--- src/rtl/ubx_pkg.sv ---
// Shared UBX protocol constants, NAV message layouts and parser state encoding.
package ubx_pkg;

  localparam logic [7:0] SyncChar1 = 8'hB5;
  localparam logic [7:0] SyncChar2 = 8'h62;

  localparam logic [7:0] ClsNav    = 8'h01;
  localparam logic [7:0] IdPosllh  = 8'h02;
  localparam logic [7:0] IdVelned  = 8'h12;

  localparam logic [15:0] LenPosllh = 16'd28;
  localparam logic [15:0] LenVelned = 16'd36;

  localparam logic [15:0] OffItow    = 16'd0;
  localparam logic [15:0] OffLon     = 16'd4;
  localparam logic [15:0] OffLat     = 16'd8;
  localparam logic [15:0] OffHeight  = 16'd12;
  localparam logic [15:0] OffGspeed  = 16'd20;
  localparam logic [15:0] OffHeading = 16'd24;

  typedef enum logic [3:0] {
    StIdle,
    StSync2,
    StClass,
    StId,
    StLenL,
    StLenH,
    StPayload,
    StCkA,
    StCkB
  } state_e;

  // True when payload offset falls inside the 4-byte word starting at base.
  function automatic logic field_hit(input logic [15:0] off, input logic [15:0] base);
    return (off >= base) && (off < base + 16'd4);
  endfunction

endpackage

--- src/rtl/ubx_fletcher.sv ---
// Fletcher-8 accumulator over the UBX class/id/length/payload bytes.
module ubx_fletcher (
  input  logic       clk,
  input  logic       rst,
  input  logic       clr,
  input  logic       en,
  input  logic [7:0] data,
  output logic [7:0] ck_a,
  output logic [7:0] ck_b
);

  logic [7:0] ck_a_q, ck_b_q;
  logic [7:0] ck_a_next;

  assign ck_a_next = ck_a_q + data;

  always_ff @(posedge clk or posedge rst) begin
    if (rst) begin
      ck_a_q <= 8'h00;
      ck_b_q <= 8'h00;
    end else if (clr) begin
      ck_a_q <= 8'h00;
      ck_b_q <= 8'h00;
    end else if (en) begin
      ck_a_q <= ck_a_next;
      ck_b_q <= ck_b_q + ck_a_next;
    end
  end

  assign ck_a = ck_a_q;
  assign ck_b = ck_b_q;

endmodule

--- src/rtl/ubx_nav_parser.sv ---
// UBX byte-stream parser extracting NAV-POSLLH and NAV-VELNED fields.
// Optional rejected-frame counter port err_cnt is built when UBX_STATS_EN is defined.
module ubx_nav_parser
  import ubx_pkg::*;
#(
  parameter int unsigned MAX_PAYLOAD = 64,
  parameter int unsigned TIMEOUT_CYC = 100000
) (
  input  logic        clk,
  input  logic        rst,
  input  logic [7:0]  rx_data,
  input  logic        rx_new,
  output logic [31:0] itow,
  output logic [31:0] lon,
  output logic [31:0] lat,
  output logic [31:0] height,
  output logic [31:0] gspeed,
  output logic [31:0] heading,
  output logic        pos_valid,
  output logic        vel_valid,
  output logic        frame_err
`ifdef UBX_STATS_EN
  ,
  output logic [15:0] err_cnt
`endif
);

  localparam int unsigned OffW = $clog2(MAX_PAYLOAD + 1);
  localparam int unsigned TmoW = $clog2(TIMEOUT_CYC + 1);
  localparam logic [15:0]     MaxLen = 16'(MAX_PAYLOAD);
  localparam logic [TmoW-1:0] TmoMax = TmoW'(TIMEOUT_CYC);

  state_e state_q, state_d;
  logic [7:0]      cls_q, cls_d, id_q, id_d;
  logic [15:0]     len_q, len_d;
  logic [OffW-1:0] off_q, off_d;
  logic [TmoW-1:0] tmo_q;
  logic            is_pos_q, is_pos_d, is_vel_q, is_vel_d, bad_len_q, bad_len_d;
  logic            ck_a_ok_q, ck_a_ok_d;
  logic            ck_clr, ck_en;
  logic [7:0]      ck_a, ck_b;
  logic            upd_pos, upd_vel, err_d;
  logic            pos_id, vel_id;
  logic [15:0]     off16;

  logic [31:0] sh_itow, sh_lon, sh_lat, sh_height, sh_gspeed, sh_heading;

  assign off16  = 16'(off_q);
  assign pos_id = (cls_q == ClsNav) && (id_q == IdPosllh);
  assign vel_id = (cls_q == ClsNav) && (id_q == IdVelned);

  ubx_fletcher u_fletcher (
    .clk  (clk),
    .rst  (rst),
    .clr  (ck_clr),
    .en   (ck_en),
    .data (rx_data),
    .ck_a (ck_a),
    .ck_b (ck_b)
  );

  always_comb begin
    state_d   = state_q;
    cls_d     = cls_q;
    id_d      = id_q;
    len_d     = len_q;
    off_d     = off_q;
    is_pos_d  = is_pos_q;
    is_vel_d  = is_vel_q;
    bad_len_d = bad_len_q;
    ck_a_ok_d = ck_a_ok_q;
    ck_clr    = 1'b0;
    ck_en     = 1'b0;
    upd_pos   = 1'b0;
    upd_vel   = 1'b0;
    err_d     = 1'b0;
    if (rx_new) begin
      unique case (state_q)
        StIdle: if (rx_data == SyncChar1) state_d = StSync2;
        StSync2: begin
          if (rx_data == SyncChar2) begin
            state_d = StClass;
            ck_clr  = 1'b1;
          end else if (rx_data != SyncChar1) begin
            state_d = StIdle;
          end
        end
        StClass: begin
          cls_d   = rx_data;
          ck_en   = 1'b1;
          state_d = StId;
        end
        StId: begin
          id_d    = rx_data;
          ck_en   = 1'b1;
          state_d = StLenL;
        end
        StLenL: begin
          len_d   = {8'h00, rx_data};
          ck_en   = 1'b1;
          state_d = StLenH;
        end
        StLenH: begin
          len_d     = {rx_data, len_q[7:0]};
          ck_en     = 1'b1;
          off_d     = '0;
          is_pos_d  = pos_id && (len_d == LenPosllh);
          is_vel_d  = vel_id && (len_d == LenVelned);
          bad_len_d = (pos_id && (len_d != LenPosllh)) || (vel_id && (len_d != LenVelned));
          if (len_d > MaxLen) begin
            err_d   = 1'b1;
            state_d = StIdle;
          end else if (len_d == 16'd0) begin
            state_d = StCkA;
          end else begin
            state_d = StPayload;
          end
        end
        StPayload: begin
          ck_en = 1'b1;
          off_d = off_q + 1'b1;
          if (off16 == len_q - 16'd1) state_d = StCkA;
        end
        StCkA: begin
          ck_a_ok_d = (rx_data == ck_a);
          state_d   = StCkB;
        end
        StCkB: begin
          state_d = StIdle;
          if (bad_len_q) begin
            err_d = 1'b1;
          end else if (is_pos_q || is_vel_q) begin
            if (ck_a_ok_q && (rx_data == ck_b)) begin
              upd_pos = is_pos_q;
              upd_vel = is_vel_q;
            end else begin
              err_d = 1'b1;
            end
          end
        end
        default: state_d = StIdle;
      endcase
    end else if ((state_q != StIdle) && (tmo_q == TmoMax)) begin
      err_d   = 1'b1;
      state_d = StIdle;
    end
  end

  always_ff @(posedge clk or posedge rst) begin
    if (rst) begin
      state_q   <= StIdle;
      cls_q     <= 8'h00;
      id_q      <= 8'h00;
      len_q     <= 16'h0000;
      off_q     <= '0;
      is_pos_q  <= 1'b0;
      is_vel_q  <= 1'b0;
      bad_len_q <= 1'b0;
      ck_a_ok_q <= 1'b0;
      tmo_q     <= '0;
    end else begin
      state_q   <= state_d;
      cls_q     <= cls_d;
      id_q      <= id_d;
      len_q     <= len_d;
      off_q     <= off_d;
      is_pos_q  <= is_pos_d;
      is_vel_q  <= is_vel_d;
      bad_len_q <= bad_len_d;
      ck_a_ok_q <= ck_a_ok_d;
      if ((state_q == StIdle) || rx_new) tmo_q <= '0;
      else if (tmo_q != TmoMax)          tmo_q <= tmo_q + 1'b1;
    end
  end

  // Payload bytes land only in shadows; outputs change atomically on a good checksum.
  always_ff @(posedge clk or posedge rst) begin
    if (rst) begin
      sh_itow    <= '0;
      sh_lon     <= '0;
      sh_lat     <= '0;
      sh_height  <= '0;
      sh_gspeed  <= '0;
      sh_heading <= '0;
    end else if (rx_new && (state_q == StPayload)) begin
      if (is_pos_q) begin
        if (field_hit(off16, OffItow))   sh_itow[{off_q[1:0], 3'b000} +: 8]   <= rx_data;
        if (field_hit(off16, OffLon))    sh_lon[{off_q[1:0], 3'b000} +: 8]    <= rx_data;
        if (field_hit(off16, OffLat))    sh_lat[{off_q[1:0], 3'b000} +: 8]    <= rx_data;
        if (field_hit(off16, OffHeight)) sh_height[{off_q[1:0], 3'b000} +: 8] <= rx_data;
      end
      if (is_vel_q) begin
        if (field_hit(off16, OffGspeed))  sh_gspeed[{off_q[1:0], 3'b000} +: 8]  <= rx_data;
        if (field_hit(off16, OffHeading)) sh_heading[{off_q[1:0], 3'b000} +: 8] <= rx_data;
      end
    end
  end

  always_ff @(posedge clk or posedge rst) begin
    if (rst) begin
      itow      <= '0;
      lon       <= '0;
      lat       <= '0;
      height    <= '0;
      gspeed    <= '0;
      heading   <= '0;
      pos_valid <= 1'b0;
      vel_valid <= 1'b0;
      frame_err <= 1'b0;
    end else begin
      pos_valid <= upd_pos;
      vel_valid <= upd_vel;
      frame_err <= err_d;
      if (upd_pos) begin
        itow   <= sh_itow;
        lon    <= sh_lon;
        lat    <= sh_lat;
        height <= sh_height;
      end
      if (upd_vel) begin
        gspeed  <= sh_gspeed;
        heading <= sh_heading;
      end
    end
  end

`ifdef UBX_STATS_EN
  always_ff @(posedge clk or posedge rst) begin
    if (rst)                             err_cnt <= 16'h0000;
    else if (err_d && err_cnt != 16'hFFFF) err_cnt <= err_cnt + 16'd1;
  end
`endif

endmodule

--- config.mk ---
export PLATFORM = sky130hd
export DESIGN_NAME = ubx_nav_parser
export DESIGN_NICKNAME = d
export VERILOG_FILES = /design/src/rtl/ubx_pkg.sv /design/src/rtl/ubx_fletcher.sv /design/src/rtl/ubx_nav_parser.sv
export SDC_FILE = /design/constraint.sdc
export NUM_CORES = 1
export LEC_CHECK = 0
export ABC_CLOCK_PERIOD_IN_PS = 20000
export BUFFER_PORTS_ARGS = -buffer_cell sky130_fd_sc_hd__buf_2
export CORE_ASPECT_RATIO = 0.8
export CORE_MARGIN = 1.5
export CORE_UTILIZATION = 55
export CTS_BUF_LIST = sky130_fd_sc_hd__clkbuf_8
export CTS_CLUSTER_DIAMETER = 100
export DETAILED_ROUTE_END_ITERATION = 10
export HOLD_SLACK_MARGIN = 0.03
export PLACE_DENSITY = 0.75
export SLEW_MARGIN = 10
export SYNTH_ARGS = -nofsm -noshare
export SYNTH_HDL_FRONTEND = slang
export SYNTH_SLANG_ARGS = --single-unit
--- constraint.sdc ---
create_clock -name clk -period 20 [get_ports clk]
set_clock_uncertainty 0.1 [all_clocks]
set_input_delay 2 -clock clk [delete_from_list [all_inputs] [get_ports clk]]
set_output_delay 2 -clock clk [all_outputs]
set_load 0.005 [all_outputs]
==> flow_summary.html, run 1 <==
<table>
<tr><th>Metric</th><th>Value</th></tr>
<tr><th colspan="2">Synth</th></tr>
<tr><td>Mean cell area of the mapped netlist</td><td>12.6 sq um</td></tr>
<tr><td>Top cells by area in the synthesized netlist</td><td>sky130_fd_sc_hd__dfrtp_1 61%, sky130_fd_sc_hd__mux2_2 17%, sky130_fd_sc_hd__nand2_1 3.8%, sky130_fd_sc_hd__o21ai_0 3.5%, sky130_fd_sc_hd__and2_1 1.4%</td></tr>
<tr><td>Register area share after synthesis</td><td>61.2%</td></tr>
<tr><td>Flip-flop and latch count after synthesis</td><td>467</td></tr>
<tr><td>Share of the synthesized area in the top cell type</td><td>61.2%</td></tr>
<tr><td>Share of synthesized registers carrying an async set or reset</td><td>100%</td></tr>
<tr><td>Count of flip-flops with a built-in enable after synthesis</td><td>0</td></tr>
<tr><td>Synth unique cells</td><td>55</td></tr>
<tr><td>Most common flop cell mapped by yosys</td><td>sky130_fd_sc_hd__dfrtp_1</td></tr>
<tr><td>Area of the mapped netlist</td><td>19,100 sq um</td></tr>
<tr><td>Post-synthesis instance total</td><td>1,516</td></tr>
<tr><td>Synth Warn #</td><td>0</td></tr>
<tr><td>Nets in the synthesized netlist</td><td>1,550</td></tr>
<tr><td>Cell type contributing the most total cell area after synthesis</td><td>sky130_fd_sc_hd__dfrtp_1</td></tr>
<tr><th colspan="2">Worst setup path</th></tr>
<tr><td>Crit Reg-Reg Endpoint</td><td>u_fletcher.ck_b[7]</td></tr>
<tr><td>R2r worst-path depth</td><td>13</td></tr>
<tr><td>R2r setup slk</td><td>16.51 ns</td></tr>
<tr><td>Critical Path Fanout Max</td><td>16</td></tr>
<tr><td>CP max stage cell</td><td>sky130_fd_sc_hd__or4_1</td></tr>
<tr><td>Crit path kind</td><td>in2reg</td></tr>
<tr><td>Launching element of the worst setup path</td><td>rx_data[0]</td></tr>
<tr><td>Timing endpoint of the critical path</td><td>u_fletcher.ck_b[7]</td></tr>
<tr><td>Required time worst endpoint</td><td>20.36 ns</td></tr>
<tr><td>Endpoint arrival time on the critical path</td><td>5.17 ns</td></tr>
<tr><td>Ordered cell list for the critical path</td><td>buf_2 &gt; ha_1 &gt; fa_1 &gt; a21o_1 &gt; a21oi_1 &gt; o21bai_1 &gt; a21oi_1 &gt; xnor2_1 &gt; ha_1 &gt; nor3_1 &gt; o21a_1 &gt; or4_1 &gt; and2_1 &gt; a221o_1</td></tr>
<tr><td>Launching element type of the critical path</td><td>primary input</td></tr>
<tr><td>Reg2reg start</td><td>u_fletcher.ck_a[0]</td></tr>
<tr><td>Max stage delay on crit path</td><td>0.48 ns</td></tr>
<tr><td>Crit path capture type</td><td>flip-flop</td></tr>
<tr><th colspan="2">Clocking</th></tr>
<tr><td>CTS Buf Count</td><td>72</td></tr>
<tr><td>Clock latency at the later pin of the worst-skew pair</td><td>0.60 ns</td></tr>
<tr><td>CTS clock-pin slew for the worst setup and hold paths</td><td>0.06 ns</td></tr>
<tr><td>CTS tree</td><td>yes</td></tr>
<tr><td>Number of buffers added to fix hold violations after cts</td><td>0</td></tr>
<tr><td>Postcts setup bufs</td><td>0</td></tr>
<tr><td>Clk root buf</td><td>sky130_fd_sc_hd__clkbuf_8</td></tr>
<tr><td>H-tree depth</td><td>3</td></tr>
<tr><td>Clock Sinks</td><td>467</td></tr>
<tr><td>Count of cells resized by post-cts repair</td><td>0</td></tr>
<tr><td>Number of buffers on the longest clock path</td><td>3</td></tr>
<tr><th colspan="2">Place</th></tr>
<tr><td>Post-detail-place hpwl</td><td>29,700 um</td></tr>
<tr><td>Routability Congestion</td><td>0.831</td></tr>
<tr><td>Buffers on Ports</td><td>205</td></tr>
<tr><td>Worst-case setup slack after placement</td><td>14.63 ns</td></tr>
<tr><th colspan="2">Global routing</th></tr>
<tr><td>Initial antenna violation count</td><td>0</td></tr>
<tr><td>GR Overflow Total</td><td>0</td></tr>
<tr><td>Pin count of the biggest net entering global routing</td><td>180</td></tr>
<tr><td>Via count of the first global-routing pass</td><td>12,600</td></tr>
<tr><td>Wire length of the first global-routing pass</td><td>70,000 um</td></tr>
<tr><td>Overall track demand over capacity in global routing</td><td>25.1%</td></tr>
<tr><th colspan="2">Detailed routing</th></tr>
<tr><td>Vias</td><td>12,500</td></tr>
<tr><td>Remaining antenna violation count</td><td>0</td></tr>
<tr><td>Post-detailed-route via-to-cell ratio</td><td>5.58</td></tr>
<tr><td>Final routed wirelength across all metal layers</td><td>43,800 um</td></tr>
<tr><td>WL per Instance</td><td>19.6 um</td></tr>
<tr><td>Number of DRC violations after detailed-routing iteration 0</td><td>872</td></tr>
<tr><td>Detailed Routing Iterations Pass 1</td><td>5</td></tr>
<tr><td>Number of DRC violations after detailed routing</td><td>0</td></tr>
<tr><th colspan="2">STA</th></tr>
<tr><td>Final hold violations</td><td>0</td></tr>
<tr><td>Setup violators final</td><td>0</td></tr>
<tr><td>Total negative slack for setup checks</td><td>0 ns</td></tr>
<tr><td>Setup ws final</td><td>15.20 ns</td></tr>
<tr><td>Post-route minimum period</td><td>4.80 ns</td></tr>
<tr><td>Final clock period utilization by the worst path</td><td>24.0%</td></tr>
<tr><td>Final count of pins violating max slew</td><td>0</td></tr>
<tr><td>Max-slew headroom</td><td>23.6%</td></tr>
<tr><td>Transition time at the pin with the least slew margin</td><td>1.14 ns</td></tr>
<tr><td>Unrepaired setup endpoints after global routing</td><td>false</td></tr>
<tr><td>Fmax</td><td>208 MHz</td></tr>
<tr><th colspan="2">Final layout</th></tr>
<tr><td>Commonest non-fill, non-tap cell in the layout</td><td>sky130_fd_sc_hd__dfrtp_1</td></tr>
<tr><td>Antenna diode count</td><td>0</td></tr>
<tr><td>Share of post-route cells with drive strength above 1</td><td>34.4%</td></tr>
<tr><td># nets final</td><td>1,760</td></tr>
<tr><td>Top library cells by usage in the layout, fill and taps aside</td><td>467 x sky130_fd_sc_hd__dfrtp_1, 286 x sky130_fd_sc_hd__mux2_2, 205 x sky130_fd_sc_hd__buf_2, 190 x sky130_fd_sc_hd__nand2_1, 135 x sky130_fd_sc_hd__o21ai_0</td></tr>
<tr><td>Synthesis-to-finish area growth</td><td>15.1%</td></tr>
<tr><th colspan="2">Die</th></tr>
<tr><td>I/O pin cnt</td><td>206</td></tr>
<tr><td>Chip Height</td><td>170 um</td></tr>
<tr><td>Die area</td><td>35,900 sq um</td></tr>
<tr><td>Core footprint</td><td>33,900 sq um</td></tr>
<tr><td>Initial core utilization</td><td>56.3%</td></tr>
<tr><td>Width of the die</td><td>211 um</td></tr>
<tr><td>Core Rows</td><td>60</td></tr>
<tr><th colspan="2">Power and ir drop</th></tr>
<tr><td>Power density cells</td><td>83.6 nW/um^2</td></tr>
<tr><td>Worst-case vdd ir drop</td><td>0.0000692 V</td></tr>
<tr><td>Lkg Pwr</td><td>11.5 nW</td></tr>
<tr><td>Tot Pwr</td><td>1.84 mW</td></tr>
<tr><th colspan="2">Hold path</th></tr>
<tr><td>Hold crit path type</td><td>reg2reg</td></tr>
<tr><th colspan="2">Flow run</th></tr>
<tr><td>Number of max-cap violations</td><td>0</td></tr>
<tr><th colspan="2">Status</th></tr>
<tr><td>Outcome</td><td>finished clean</td></tr>
</table>
## registers in the layout (all words and copies together), names as in the netlist, 32 cells and up
| name | count |
|---|---|
| lat | 32 |
| sh_gspeed | 32 |
| lon | 32 |
| heading | 32 |
| height | 32 |
| sh_lat | 32 |
| sh_lon | 32 |
| sh_heading | 32 |
| gspeed | 32 |
| itow | 32 |
| sh_height | 32 |
| sh_itow | 32 |
## how the worst min path moves through the flow
stage          depth (start not counted)  slack (ns)         start            to
2_1_floorplan                          2        0.35  sh_height[0]  sh_height[0]
3_3_place_gp                           2        0.36    sh_lon[10]    sh_lon[10]
3_5_place_dp                           2        0.37    sh_lon[11]    sh_lon[11]
4_1_cts                                2        0.38    sh_lon[16]    sh_lon[16]
5_1_grt                                2        0.39    sh_lon[11]    sh_lon[11]
6_report                               2        0.38    sh_lon[17]    sh_lon[17]
## worst max-delay path: cells and delay by family
| kind | cells | cell delay, ns |
|---|---|---|
| buffers and inverters | 1 | 0.23 |
| and+or+nand+nor | 3 | 0.71 |
| adders and majority gates | 3 | 0.93 |
| xor gates and xnor gates | 1 | 0.18 |
| AOI/OAI and AO/OA | 6 | 1.10 |
## through the flow
| stage | utilization, % | instance area, sq um | cells | hold slack [ns] |
|---|---|---|---|---|
| floorplan | - | 19100 | 1516 | 0.346 |
| global placement | 60.4 | 20500 | 2117 | 0.358 |
| detailed placement | 60.4 | 20500 | 2117 | 0.367 |
| CTS | 64.8 | 22000 | 2236 | 0.380 |
| global route | 64.8 | 22000 | 2236 | 0.392 |
| finish | 64.8 | 22000 | 2236 | 0.378 |
## cell usage after synthesis, types with 7 or more instances
library cell and number:
sky130_fd_sc_hd__xnor2_1 21, sky130_fd_sc_hd__nand2b_1 9, sky130_fd_sc_hd__nor2_1 38, sky130_fd_sc_hd__a21oi_1 20, sky130_fd_sc_hd__inv_1 16, sky130_fd_sc_hd__xor2_1 20, sky130_fd_sc_hd__or3_1 10, sky130_fd_sc_hd__a21o_1 7
sky130_fd_sc_hd__ha_1 21, sky130_fd_sc_hd__nor3_1 22, sky130_fd_sc_hd__mux2_2 286, sky130_fd_sc_hd__nor4_1 9, sky130_fd_sc_hd__dfrtp_1 467, sky130_fd_sc_hd__o21ai_0 135, sky130_fd_sc_hd__nand3_1 18, sky130_fd_sc_hd__and2_1 44
sky130_fd_sc_hd__a22o_1 31, sky130_fd_sc_hd__clkbuf_1 65, sky130_fd_sc_hd__buf_2 10, sky130_fd_sc_hd__nand4_1 7, sky130_fd_sc_hd__nand2_1 192
## power by group
| part | switching [mW] | total [mW] | internal (mW) |
|---|---|---|---|
| Combinational | 0.0494 | 0.0694 | 0.0200 |
| Sequential | 0.00590 | 0.955 | 0.949 |
| Clock | 0.360 | 0.813 | 0.453 |
| Total | 0.415 | 1.84 | 1.42 |
## cell type report
| type | count | area (sq um) |
|---|---|---|
| Fill cell | 2601 | 12000 |
| Clock buffer | 89 | 1220 |
| Sequential cell | 467 | 11700 |
| Timing Repair Buffer | 212 | 1090 |
| Multi-Input combinational cell | 957 | 7080 |
| Inverter | 16 | 67.6 |
| Tap cell | 465 | 582 |
| Clock inverter | 30 | 254 |
## kinds of logic (layout without fill, tap and decap cells)
logic type / count (synthesis) / count (layout) / synth area share, %
buf+inv: 92 / 347 / 1.87
mux: 287 / 287 / 16.9
flops: 467 / 467 / 61.2
simple gates: 385 / 385 / 9.61
fa+ha+maj: 23 / 23 / 1.59
compound gates: 221 / 221 / 6.93
xor+xnor: 41 / 41 / 1.88
## metal layers
layer	up-vias	share of wire (%)	global-route usage (%)
met2	357	47	38.9
met4	0	2.3	8.32
met5	-	0	0.138
li1	5718	-	-
met3	75	5.0	4.31
met1	6338	46	36.1
No activity file was read; power rests on OpenSTA's default activity.
==> inputs of run 2 (changes only) <==
--- a/config.mk
+++ b/config.mk
@@ -5,7 +5,7 @@
 export SDC_FILE = /design/constraint.sdc
 export NUM_CORES = 1
 export LEC_CHECK = 0
-export ABC_CLOCK_PERIOD_IN_PS = 20000
+export ABC_CLOCK_PERIOD_IN_PS = 4300
 export BUFFER_PORTS_ARGS = -buffer_cell sky130_fd_sc_hd__buf_2
 export CORE_ASPECT_RATIO = 0.8
 export CORE_MARGIN = 1.5
@@ -14,7 +14,7 @@
 export CTS_CLUSTER_DIAMETER = 100
 export DETAILED_ROUTE_END_ITERATION = 10
 export HOLD_SLACK_MARGIN = 0.03
-export PLACE_DENSITY = 0.75
+export PLACE_DENSITY = 0.78
 export SLEW_MARGIN = 10
 export SYNTH_ARGS = -nofsm -noshare
 export SYNTH_HDL_FRONTEND = slang
==> constraint.sdc (replaced) <==
create_clock -name clk -period 4.3 [get_ports clk]
set_clock_uncertainty 0.1 [all_clocks]
set_input_delay 0.43 -clock clk [delete_from_list [all_inputs] [get_ports clk]]
set_output_delay 0.43 -clock clk [all_outputs]
set_load 0.005 [all_outputs]
==> flow_summary.html, run 2 (synthesis results as in run 1) <==
<table>
<tr><th>Metric</th><th>Value</th></tr>
<tr><th colspan="2">Worst setup path</th></tr>
<tr><td>Launching element type of the critical path</td><td>flip-flop</td></tr>
<tr><td>Endpoint arrival time on the critical path</td><td>3.77 ns (-1.40 ns)</td></tr>
<tr><td>Crit path kind</td><td>reg2reg</td></tr>
<tr><td>CP max stage cell</td><td>sky130_fd_sc_hd__or4_1</td></tr>
<tr><td>R2r setup slk</td><td>0.91 ns (-15.60 ns)</td></tr>
<tr><td>Ordered cell list for the critical path</td><td>ha_1 &gt; fa_1 &gt; a21o_1 &gt; a21oi_1 &gt; o21bai_1 &gt; a21oi_1 &gt; xnor2_1 &gt; ha_1 &gt; nor3_1 &gt; o21a_1 &gt; or4_1 &gt; and2_1 &gt; a221o_1</td></tr>
<tr><td>Required time worst endpoint</td><td>4.68 ns (-15.68 ns)</td></tr>
<tr><td>R2r worst-path depth</td><td>13 (unchanged)</td></tr>
<tr><td>Max stage delay on crit path</td><td>0.48 ns (about the same)</td></tr>
<tr><td>Crit Reg-Reg Endpoint</td><td>u_fletcher.ck_b[7]</td></tr>
<tr><td>Crit path capture type</td><td>flip-flop</td></tr>
<tr><td>Reg2reg start</td><td>u_fletcher.ck_a[0]</td></tr>
<tr><td>Critical Path Fanout Max</td><td>3 (-13)</td></tr>
<tr><th colspan="2">Power and ir drop</th></tr>
<tr><td>Worst-case vdd ir drop</td><td>0.000225 V (+230%)</td></tr>
<tr><td>Total internal power</td><td>6.48 mW (+360%)</td></tr>
<tr><td>Comb power frac</td><td>3.9% (about the same)</td></tr>
<tr><td>Tot Pwr</td><td>8.45 mW (+360%)</td></tr>
<tr><td>Power density cells</td><td>383 nW/um^2 (+360%)</td></tr>
<tr><td>Proportion of total power due to net switching</td><td>23.3% (+0.68 points)</td></tr>
<tr><td>Portion of total power attributed to the clock network</td><td>43.5% (-0.7 points)</td></tr>
<tr><td>Proportion of power drawn by flip-flops and latches</td><td>52.6% (+0.6 points)</td></tr>
<tr><td>Lkg Pwr</td><td>11.5 nW (+0.57%)</td></tr>
<tr><td>Switching power total</td><td>1.97 mW (+370%)</td></tr>
<tr><th colspan="2">Final layout</th></tr>
<tr><td>Fill cell count</td><td>2,581 (-0.77%)</td></tr>
<tr><td>Synthesis-to-finish area growth</td><td>15.4%</td></tr>
<tr><td># nets final</td><td>1,770 (+0.57%)</td></tr>
<tr><td>Non-Filler Cell Area, Final</td><td>22,000 sq um (+0.26%)</td></tr>
<tr><td>Top library cells by usage in the layout, fill and taps aside</td><td>467 x sky130_fd_sc_hd__dfrtp_1, 286 x sky130_fd_sc_hd__mux2_2, 205 x sky130_fd_sc_hd__buf_2, 190 x sky130_fd_sc_hd__nand2_1, 135 x sky130_fd_sc_hd__o21ai_0</td></tr>
<tr><td>Final Instance Count excl. Fillers</td><td>2,256 (+0.89%)</td></tr>
<tr><td>Share of post-route cells with drive strength above 1</td><td>34.7% (+0.25 points)</td></tr>
<tr><td>Commonest non-fill, non-tap cell in the layout</td><td>sky130_fd_sc_hd__dfrtp_1</td></tr>
<tr><th colspan="2">Detailed routing</th></tr>
<tr><td>Final routed wirelength across all metal layers</td><td>43,900 um (+0.19%)</td></tr>
<tr><td>Post-detailed-route via-to-cell ratio</td><td>5.63 (+0.88%)</td></tr>
<tr><td>WL per Instance</td><td>19.5 um (-0.69%)</td></tr>
<tr><td>Remaining antenna violation count</td><td>0 (unchanged)</td></tr>
<tr><td>Number of DRC violations after detailed routing</td><td>0 (unchanged)</td></tr>
<tr><td>Vias</td><td>12,700 (+1.8%)</td></tr>
<tr><td>Number of DRC violations after detailed-routing iteration 0</td><td>1,083 (+24%)</td></tr>
<tr><td>Detailed Routing Iterations Pass 1</td><td>5 (unchanged)</td></tr>
<tr><th colspan="2">Global routing</th></tr>
<tr><td>Wire length of the first global-routing pass</td><td>70,000 um (about the same)</td></tr>
<tr><td>Overall track demand over capacity in global routing</td><td>25.0% (-0.058 points)</td></tr>
<tr><td>Pin count of the biggest net entering global routing</td><td>139 (-23%)</td></tr>
<tr><td>Initial antenna violation count</td><td>3 (+3)</td></tr>
<tr><td>GR Overflow Total</td><td>0 (unchanged)</td></tr>
<tr><td>Via count of the first global-routing pass</td><td>12,800 (+1.4%)</td></tr>
<tr><th colspan="2">STA</th></tr>
<tr><td>Final clock period utilization by the worst path</td><td>78.8%</td></tr>
<tr><td>Transition time at the pin with the least slew margin</td><td>1.07 ns (-0.0737 ns)</td></tr>
<tr><td>Final count of pins violating max slew</td><td>0 (unchanged)</td></tr>
<tr><td>Setup violators final</td><td>0 (unchanged)</td></tr>
<tr><td>Unrepaired setup endpoints after global routing</td><td>false</td></tr>
<tr><td>Max-slew headroom</td><td>28.9% (+5.2 points)</td></tr>
<tr><td>Total negative slack for setup checks</td><td>0 ns (unchanged)</td></tr>
<tr><td>Fmax</td><td>295 MHz</td></tr>
<tr><td>Post-route minimum period</td><td>3.39 ns</td></tr>
<tr><td>Final hold violations</td><td>0 (unchanged)</td></tr>
<tr><td>Worst hold slack after final layout</td><td>0.230 ns (-0.148 ns)</td></tr>
<tr><th colspan="2">Clocking</th></tr>
<tr><td>CTS clock-pin slew for the worst setup and hold paths</td><td>0.07 ns (about the same)</td></tr>
<tr><td>CTS tree</td><td>yes</td></tr>
<tr><td>Count of cells resized by post-cts repair</td><td>0 (unchanged)</td></tr>
<tr><td>CTS Buf Count</td><td>73 (+1.4%)</td></tr>
<tr><td>Clock Sinks</td><td>467 (unchanged)</td></tr>
<tr><td>Clock latency at the later pin of the worst-skew pair</td><td>0.60 ns (about the same)</td></tr>
<tr><td>Clk root buf</td><td>sky130_fd_sc_hd__clkbuf_8</td></tr>
<tr><td>Number of buffers added to fix hold violations after cts</td><td>1 (+1)</td></tr>
<tr><td>Postcts setup bufs</td><td>0 (unchanged)</td></tr>
<tr><td>H-tree depth</td><td>3 (unchanged)</td></tr>
<tr><td>Number of buffers on the longest clock path</td><td>3 (unchanged)</td></tr>
<tr><th colspan="2">Status</th></tr>
<tr><td>Outcome</td><td>finished clean</td></tr>
<tr><th colspan="2">Place</th></tr>
<tr><td>Placed cell count</td><td>2,125 (+0.38%)</td></tr>
<tr><td>Routability Congestion</td><td>0.845 (+1.7%)</td></tr>
<tr><td>Buffers on Ports</td><td>205 (unchanged)</td></tr>
<tr><td>Instance area at placement</td><td>20,600 sq um (+0.35%)</td></tr>
<tr><td>Post-detail-place hpwl</td><td>29,500 um (-0.84%)</td></tr>
<tr><th colspan="2">Die</th></tr>
<tr><td>Core footprint</td><td>33,900 sq um (unchanged)</td></tr>
<tr><td>Core Rows</td><td>60 (unchanged)</td></tr>
<tr><td>Initial core utilization</td><td>56.3% (unchanged)</td></tr>
<tr><td>Die area</td><td>35,900 sq um (unchanged)</td></tr>
<tr><td>Chip Height</td><td>170 um (unchanged)</td></tr>
<tr><td>Width of the die</td><td>211 um (unchanged)</td></tr>
<tr><td>I/O pin cnt</td><td>206 (unchanged)</td></tr>
<tr><th colspan="2">Hold path</th></tr>
<tr><td>Worst Hold Path EP</td><td>len_q[5]</td></tr>
<tr><td>Hold Path Origin</td><td>rx_data[5]</td></tr>
<tr><td>Hold crit path type</td><td>in2reg</td></tr>
<tr><td>Number of cells traversed by the worst hold path</td><td>2 (unchanged)</td></tr>
<tr><th colspan="2">Flow run</th></tr>
<tr><td>Number of max-cap violations</td><td>0 (unchanged)</td></tr>
</table>
==> run 2: area by class of cell <==
type	instances	area (sq um)	area share [%]
inverters	16	63.8	0.290
flip-flops and latches	467	11700	53.0
multi-input cells	957	7070	32.1
clock buffers	87	1200	5.43
diodes	1	2.50	0.0114
repair buffers	221	1190	5.38
clock inverters	42	250	1.14
well taps	465	582	2.64
==> run 2: worst max path at each step <==
stage	start	end	slack [ns]
after floorplan	rst	bad_len_q	-2.55
after global placement	rx_data[0]	u_fletcher.ck_b[7]	0.64
after detailed placement	rx_data[0]	u_fletcher.ck_b[7]	0.57
after CTS	u_fletcher.ck_a[0]	u_fletcher.ck_b[7]	0.92
after global routing	u_fletcher.ck_a[0]	u_fletcher.ck_b[7]	0.67
final	u_fletcher.ck_a[0]	u_fletcher.ck_b[7]	0.91
==> run 2: worst max-delay path: cells and delay by family (launching register included) <==
kind / cells / cell delay, ns
DFF: 1 / 0.38
and+or+nand+nor: 3 / 0.72
adders and majority gates: 3 / 0.86
xor gates and xnor gates: 1 / 0.17
AOI/OAI and AO/OA: 6 / 1.05
==> run 2: metrics by stage <==
step	utilization (%)	setup WS (ns)
5_1_grt	64.9	0.666
3_5_place_dp	60.6	0.565
4_1_cts	64.9	0.922
3_3_place_gp	60.6	0.644
6_report	64.9	0.913
2_1_floorplan	-	-2.55
==> run 2: power by group through the flow <==
stage / Combinational, mW / Clock (mW) / Sequential, mW
2_1_floorplan: 0.247 / 0 / 4.51
3_3_place_gp: 0.323 / 0 / 4.52
3_5_place_dp: 0.332 / 0 / 4.52
4_1_cts: 0.336 / 3.75 / 4.44
5_1_grt: 0.375 / 3.94 / 4.44
6_report: 0.332 / 3.67 / 4.44
==> run 2: per-layer routing <==
layer  vias up  GRT usage [%]  part of all wire, %
met4         2           8.85                  2.7
li1       5750              -                    -
met5         -              0                0.016
met1      6482           35.1                   44
met3        98           4.74                  5.5
met2       379           39.3                   47
==> inputs of run 3 (changes only) <==
--- a/config.mk
+++ b/config.mk
@@ -5,7 +5,8 @@
 export SDC_FILE = /design/constraint.sdc
 export NUM_CORES = 1
 export LEC_CHECK = 0
-export ABC_CLOCK_PERIOD_IN_PS = 4300
+export ABC_AREA = 1
+export ABC_CLOCK_PERIOD_IN_PS = 3420
 export BUFFER_PORTS_ARGS = -buffer_cell sky130_fd_sc_hd__buf_2
 export CORE_ASPECT_RATIO = 0.8
 export CORE_MARGIN = 1.5
@@ -14,7 +15,7 @@
 export CTS_CLUSTER_DIAMETER = 100
 export DETAILED_ROUTE_END_ITERATION = 10
 export HOLD_SLACK_MARGIN = 0.03
-export PLACE_DENSITY = 0.78
+export PLACE_DENSITY = 0.75
 export SLEW_MARGIN = 10
 export SYNTH_ARGS = -nofsm -noshare
 export SYNTH_HDL_FRONTEND = slang
==> constraint.sdc (replaced) <==
create_clock -name clk -period 3.42 [get_ports clk]
set_clock_uncertainty 0.1 [all_clocks]
set_input_delay 0.342 -clock clk [delete_from_list [all_inputs] [get_ports clk]]
set_output_delay 0.342 -clock clk [all_outputs]
set_load 0.005 [all_outputs]
==> flow_summary.html, run 3 <==
<table>
<tr><th>Metric</th><th>Value</th></tr>
<tr><th colspan="2">Status</th></tr>
<tr><td>Outcome</td><td>finished clean</td></tr>
<tr><th colspan="2">Worst setup path</th></tr>
<tr><td>Launching element of the worst setup path</td><td>rx_data[0]</td></tr>
<tr><td>Most used cell along the critical path</td><td>sky130_fd_sc_hd__nand2_1</td></tr>
<tr><td>Crit path kind</td><td>in2reg</td></tr>
<tr><td>Critical Path Fanout Max</td><td>8 (+5)</td></tr>
<tr><td>Crit path capture type</td><td>flip-flop</td></tr>
<tr><td>Max stage delay on crit path</td><td>0.52 ns (+0.04 ns)</td></tr>
<tr><td>R2r worst-path depth</td><td>7 (-6)</td></tr>
<tr><td>Timing endpoint of the critical path</td><td>u_fletcher.ck_b[7]</td></tr>
<tr><td>R2r setup slk</td><td>0.43 ns (-0.48 ns)</td></tr>
<tr><td>Required time worst endpoint</td><td>3.81 ns (-0.87 ns)</td></tr>
<tr><td>Ordered cell list for the critical path</td><td>dlygate4sd3_1 &gt; buf_2 &gt; ha_1 &gt; fa_1 &gt; a21oi_1 &gt; o21ai_0 &gt; nand2_1 &gt; nand2_1 &gt; nand2_1 &gt; nand2_1 &gt; xor2_1 &gt; ha_1 &gt; nand2_1 &gt; inv_1 &gt; nand4_1 &gt; o211ai_1 &gt; nand3_1 &gt; nand3_1 &gt; nand2_1</td></tr>
<tr><td>CP max stage cell</td><td>sky130_fd_sc_hd__dlygate4sd3_1</td></tr>
<tr><td>Launching element type of the critical path</td><td>primary input</td></tr>
<tr><td>Reg2reg start</td><td>off_q[0]</td></tr>
<tr><td>Endpoint arrival time on the critical path</td><td>3.40 ns (-0.37 ns)</td></tr>
<tr><td>Crit Reg-Reg Endpoint</td><td>sh_heading[18]</td></tr>
<tr><th colspan="2">Global routing</th></tr>
<tr><td>GR Overflow Total</td><td>0 (unchanged)</td></tr>
<tr><td>Overall track demand over capacity in global routing</td><td>28.2% (+3.2 points)</td></tr>
<tr><td>Via count of the first global-routing pass</td><td>15,600 (+22%)</td></tr>
<tr><td>Pin count of the biggest net entering global routing</td><td>144 (+3.6%)</td></tr>
<tr><td>Initial antenna violation count</td><td>1 (-2)</td></tr>
<tr><td>Wire length of the first global-routing pass</td><td>85,100 um (+22%)</td></tr>
<tr><th colspan="2">Power and ir drop</th></tr>
<tr><td>Tot Pwr</td><td>14.0 mW (+66%)</td></tr>
<tr><td>Power density cells</td><td>597 nW/um^2 (+56%)</td></tr>
<tr><td>Worst-case vdd ir drop</td><td>0.000297 V (+32%)</td></tr>
<tr><td>Lkg Pwr</td><td>12.6 nW (+9.0%)</td></tr>
<tr><th colspan="2">Synth</th></tr>
<tr><td>Synth unique cells</td><td>48 (-13%)</td></tr>
<tr><td>Most frequent cells after synthesis</td><td>649 x sky130_fd_sc_hd__nand2_1, 467 x sky130_fd_sc_hd__dfrtp_1, 330 x sky130_fd_sc_hd__o21ai_0</td></tr>
<tr><td>Top cells by area in the synthesized netlist</td><td>sky130_fd_sc_hd__dfrtp_1 57%, sky130_fd_sc_hd__nand2_1 12%, sky130_fd_sc_hd__o21ai_0 8.1%, sky130_fd_sc_hd__inv_1 4.9%, sky130_fd_sc_hd__o21ai_2 2.1%</td></tr>
<tr><td>Cell type contributing the most total cell area after synthesis</td><td>sky130_fd_sc_hd__dfrtp_1</td></tr>
<tr><td>Share of synthesized registers carrying an async set or reset</td><td>100% (unchanged)</td></tr>
<tr><td>Mean cell area of the mapped netlist</td><td>9.10 sq um (-28%)</td></tr>
<tr><td>Register area share after synthesis</td><td>57.0% (-4.2 points)</td></tr>
<tr><td>Share of the synthesized area in the top cell type</td><td>57.0% (-4.2 points)</td></tr>
<tr><td>Area of the mapped netlist</td><td>20,500 sq um (+7.4%)</td></tr>
<tr><td>Nets in the synthesized netlist</td><td>2,287 (+48%)</td></tr>
<tr><td>Most common flop cell mapped by yosys</td><td>sky130_fd_sc_hd__dfrtp_1</td></tr>
<tr><td>Flip-flop and latch count after synthesis</td><td>467 (unchanged)</td></tr>
<tr><td>Post-synthesis instance total</td><td>2,253 (+49%)</td></tr>
<tr><td>Most common cell in the synthesized netlist</td><td>sky130_fd_sc_hd__nand2_1</td></tr>
<tr><td>Synth Warn #</td><td>0 (unchanged)</td></tr>
<tr><td>Count of flip-flops with a built-in enable after synthesis</td><td>0 (unchanged)</td></tr>
<tr><th colspan="2">Detailed routing</th></tr>
<tr><td>Post-detailed-route via-to-cell ratio</td><td>5.45 (-3.3%)</td></tr>
<tr><td>Detailed Routing Iterations Pass 1</td><td>7 (+2)</td></tr>
<tr><td>Remaining antenna violation count</td><td>0 (unchanged)</td></tr>
<tr><td>Vias</td><td>16,400 (+29%)</td></tr>
<tr><td>WL per Instance</td><td>17.6 um (-9.5%)</td></tr>
<tr><td>Final routed wirelength across all metal layers</td><td>53,100 um (+21%)</td></tr>
<tr><td>Number of DRC violations after detailed routing</td><td>0 (unchanged)</td></tr>
<tr><td>Number of DRC violations after detailed-routing iteration 0</td><td>1,747 (+61%)</td></tr>
<tr><th colspan="2">Clocking</th></tr>
<tr><td>Number of buffers on the longest clock path</td><td>3 (unchanged)</td></tr>
<tr><td>CTS clock-pin slew for the worst setup and hold paths</td><td>0.07 ns (about the same)</td></tr>
<tr><td>CTS tree</td><td>yes</td></tr>
<tr><td>CTS Buf Count</td><td>73 (unchanged)</td></tr>
<tr><td>Clock Sinks</td><td>467 (unchanged)</td></tr>
<tr><td>Clk root buf</td><td>sky130_fd_sc_hd__clkbuf_8</td></tr>
<tr><td>Clock latency at the later pin of the worst-skew pair</td><td>0.61 ns (about the same)</td></tr>
<tr><td>H-tree depth</td><td>3 (unchanged)</td></tr>
<tr><th colspan="2">STA</th></tr>
<tr><td>Setup violators final</td><td>0 (unchanged)</td></tr>
<tr><td>Total negative slack for setup checks</td><td>0 ns (unchanged)</td></tr>
<tr><td>Post-route minimum period</td><td>3.02 ns</td></tr>
<tr><td>Transition time at the pin with the least slew margin</td><td>1.20 ns (+0.131 ns)</td></tr>
<tr><td>Final count of pins violating max slew</td><td>0 (unchanged)</td></tr>
<tr><td>Final clock period utilization by the worst path</td><td>88.2%</td></tr>
<tr><td>Final hold violations</td><td>0 (unchanged)</td></tr>
<tr><td>Unrepaired setup endpoints after global routing</td><td>false</td></tr>
<tr><td>Max-slew headroom</td><td>20.2% (-8.7 points)</td></tr>
<tr><td>Fmax</td><td>332 MHz</td></tr>
<tr><td>Worst hold slack after final layout</td><td>0.225 ns (-0.00493 ns)</td></tr>
<tr><th colspan="2">Die</th></tr>
<tr><td>Initial core utilization</td><td>55.6% (-0.67 points)</td></tr>
<tr><td>Die area</td><td>38,500 sq um (+7.3%)</td></tr>
<tr><td>Chip Height</td><td>176 um (+3.6%)</td></tr>
<tr><td>Core Rows</td><td>63 (+5.0%)</td></tr>
<tr><td>Core footprint</td><td>36,900 sq um (+8.7%)</td></tr>
<tr><td>Width of the die</td><td>219 um (+3.6%)</td></tr>
<tr><td>I/O pin cnt</td><td>206 (unchanged)</td></tr>
<tr><th colspan="2">Place</th></tr>
<tr><td>Buffers on Ports</td><td>205 (unchanged)</td></tr>
<tr><td>Post-detail-place hpwl</td><td>36,900 um (+25%)</td></tr>
<tr><td>Routability Congestion</td><td>0.945 (+12%)</td></tr>
<tr><th colspan="2">Final layout</th></tr>
<tr><td>Commonest non-fill, non-tap cell in the layout</td><td>sky130_fd_sc_hd__nand2_1</td></tr>
<tr><td>Share of post-route cells with drive strength above 1</td><td>18.3% (-16 points)</td></tr>
<tr><td>Antenna diode count</td><td>0 (-1)</td></tr>
<tr><td>Synthesis-to-finish area growth</td><td>14.6%</td></tr>
<tr><td># nets final</td><td>2,512 (+42%)</td></tr>
<tr><td>Fill cell count</td><td>3,085 (+20%)</td></tr>
<tr><td>Top library cells by usage in the layout, fill and taps aside</td><td>647 x sky130_fd_sc_hd__nand2_1, 467 x sky130_fd_sc_hd__dfrtp_1, 330 x sky130_fd_sc_hd__o21ai_0, 294 x sky130_fd_sc_hd__inv_1, 205 x sky130_fd_sc_hd__buf_2</td></tr>
<tr><th colspan="2">Hold path</th></tr>
<tr><td>Hold crit path type</td><td>in2async</td></tr>
<tr><th colspan="2">Flow run</th></tr>
<tr><td>Number of max-cap violations</td><td>0 (unchanged)</td></tr>
</table>
[run 3: cell types whose count changed in the layout (fill, tap and decap cells not counted), sizes merged, moves of 15 or more]
cell   delta
o21ai   +260
nand2   +470
and2     -45
a22o     -26
mux2    -238
inv     +261
xnor2    -15
nor2     +80
nand3    +35
[run 3: worst max-delay path: cells and delay by family]
family,cells,cell delay (ns)
adders and majority gates,3,0.98
buffers and inverters,3,0.76
xor gates and xnor gates,1,0.16
AOI/OAI and AO/OA,3,0.45
and+or+nand+nor,9,0.71
[run 3: metrics by stage]
stage / std cells / instance area, sq um / setup slack [ns] / util [%]
after CTS: 3018 / 23500 / 0.447 / 63.7
after detailed placement: 2880 / 22000 / 0.353 / 59.6
after global placement: 2880 / 22000 / 0.461 / 59.6
final: 3018 / 23500 / 0.405 / 63.7
after global routing: 3018 / 23500 / 0.120 / 63.7
after floorplan: 2253 / 20500 / -3.34 / -
[run 3: per-layer routing]
layer	GRT usage [%]	wire [um]
met1	43.7	24500
met2	39.4	22500
met3	6.60	4780
met4	8.22	1330
met5	0	0
[run 3: repair_timing]
item,in CTS,in global routing
endpoints found under the setup margin,0,0
hold endpoints to repair,27,0
gates resized for setup,0,0
hold buffers,10,0
setup buffers,0,0
[run 3: area by class of cell]
cell class	count	area [sq um]	share of cell area, %
Clock inverter	39	204	0.868
Tap cell	487	609	2.59
Multi-Input combinational cell	1426	7380	31.4
Timing Repair Buffer	233	1350	5.74
Clock buffer	89	1220	5.21
Sequential cell	467	11700	49.7
Inverter	277	1050	4.45
[run 3: logic make-up after synthesis]
kind of cell | after synthesis | share of synthesized area [%]
AO/OA/AOI/OAI | 448 | 12.2
XOR/XNOR | 18 | 0.769
adder cells (fa/ha/maj) | 23 | 1.48
buffers and inverters | 360 | 7.21
flip-flops | 467 | 57.0
multiplexers | 49 | 2.98
AND/OR/NAND/NOR | 888 | 18.4
[run 3: worst min path at each step]
stage | startpoint | end | slack (ns) | depth (start not counted)
3_3_place_gp | rst | itow[0] | 0.31 | 2
4_1_cts | rst | sh_lon[3] | 0.21 | 3
3_5_place_dp | rst | sh_lon[5] | 0.31 | 2
6_report | rst | sh_lon[3] | 0.23 | 3
2_1_floorplan | sh_gspeed[0] | sh_gspeed[0] | 0.35 | 2
5_1_grt | rst | sh_lon[3] | 0.25 | 3
[run 3: power breakdown]
part,switching [mW],internal [mW]
Sequential,0.348,5.86
Combinational,2.31,0.889
Clock,2.17,2.43
Total,4.83,9.19
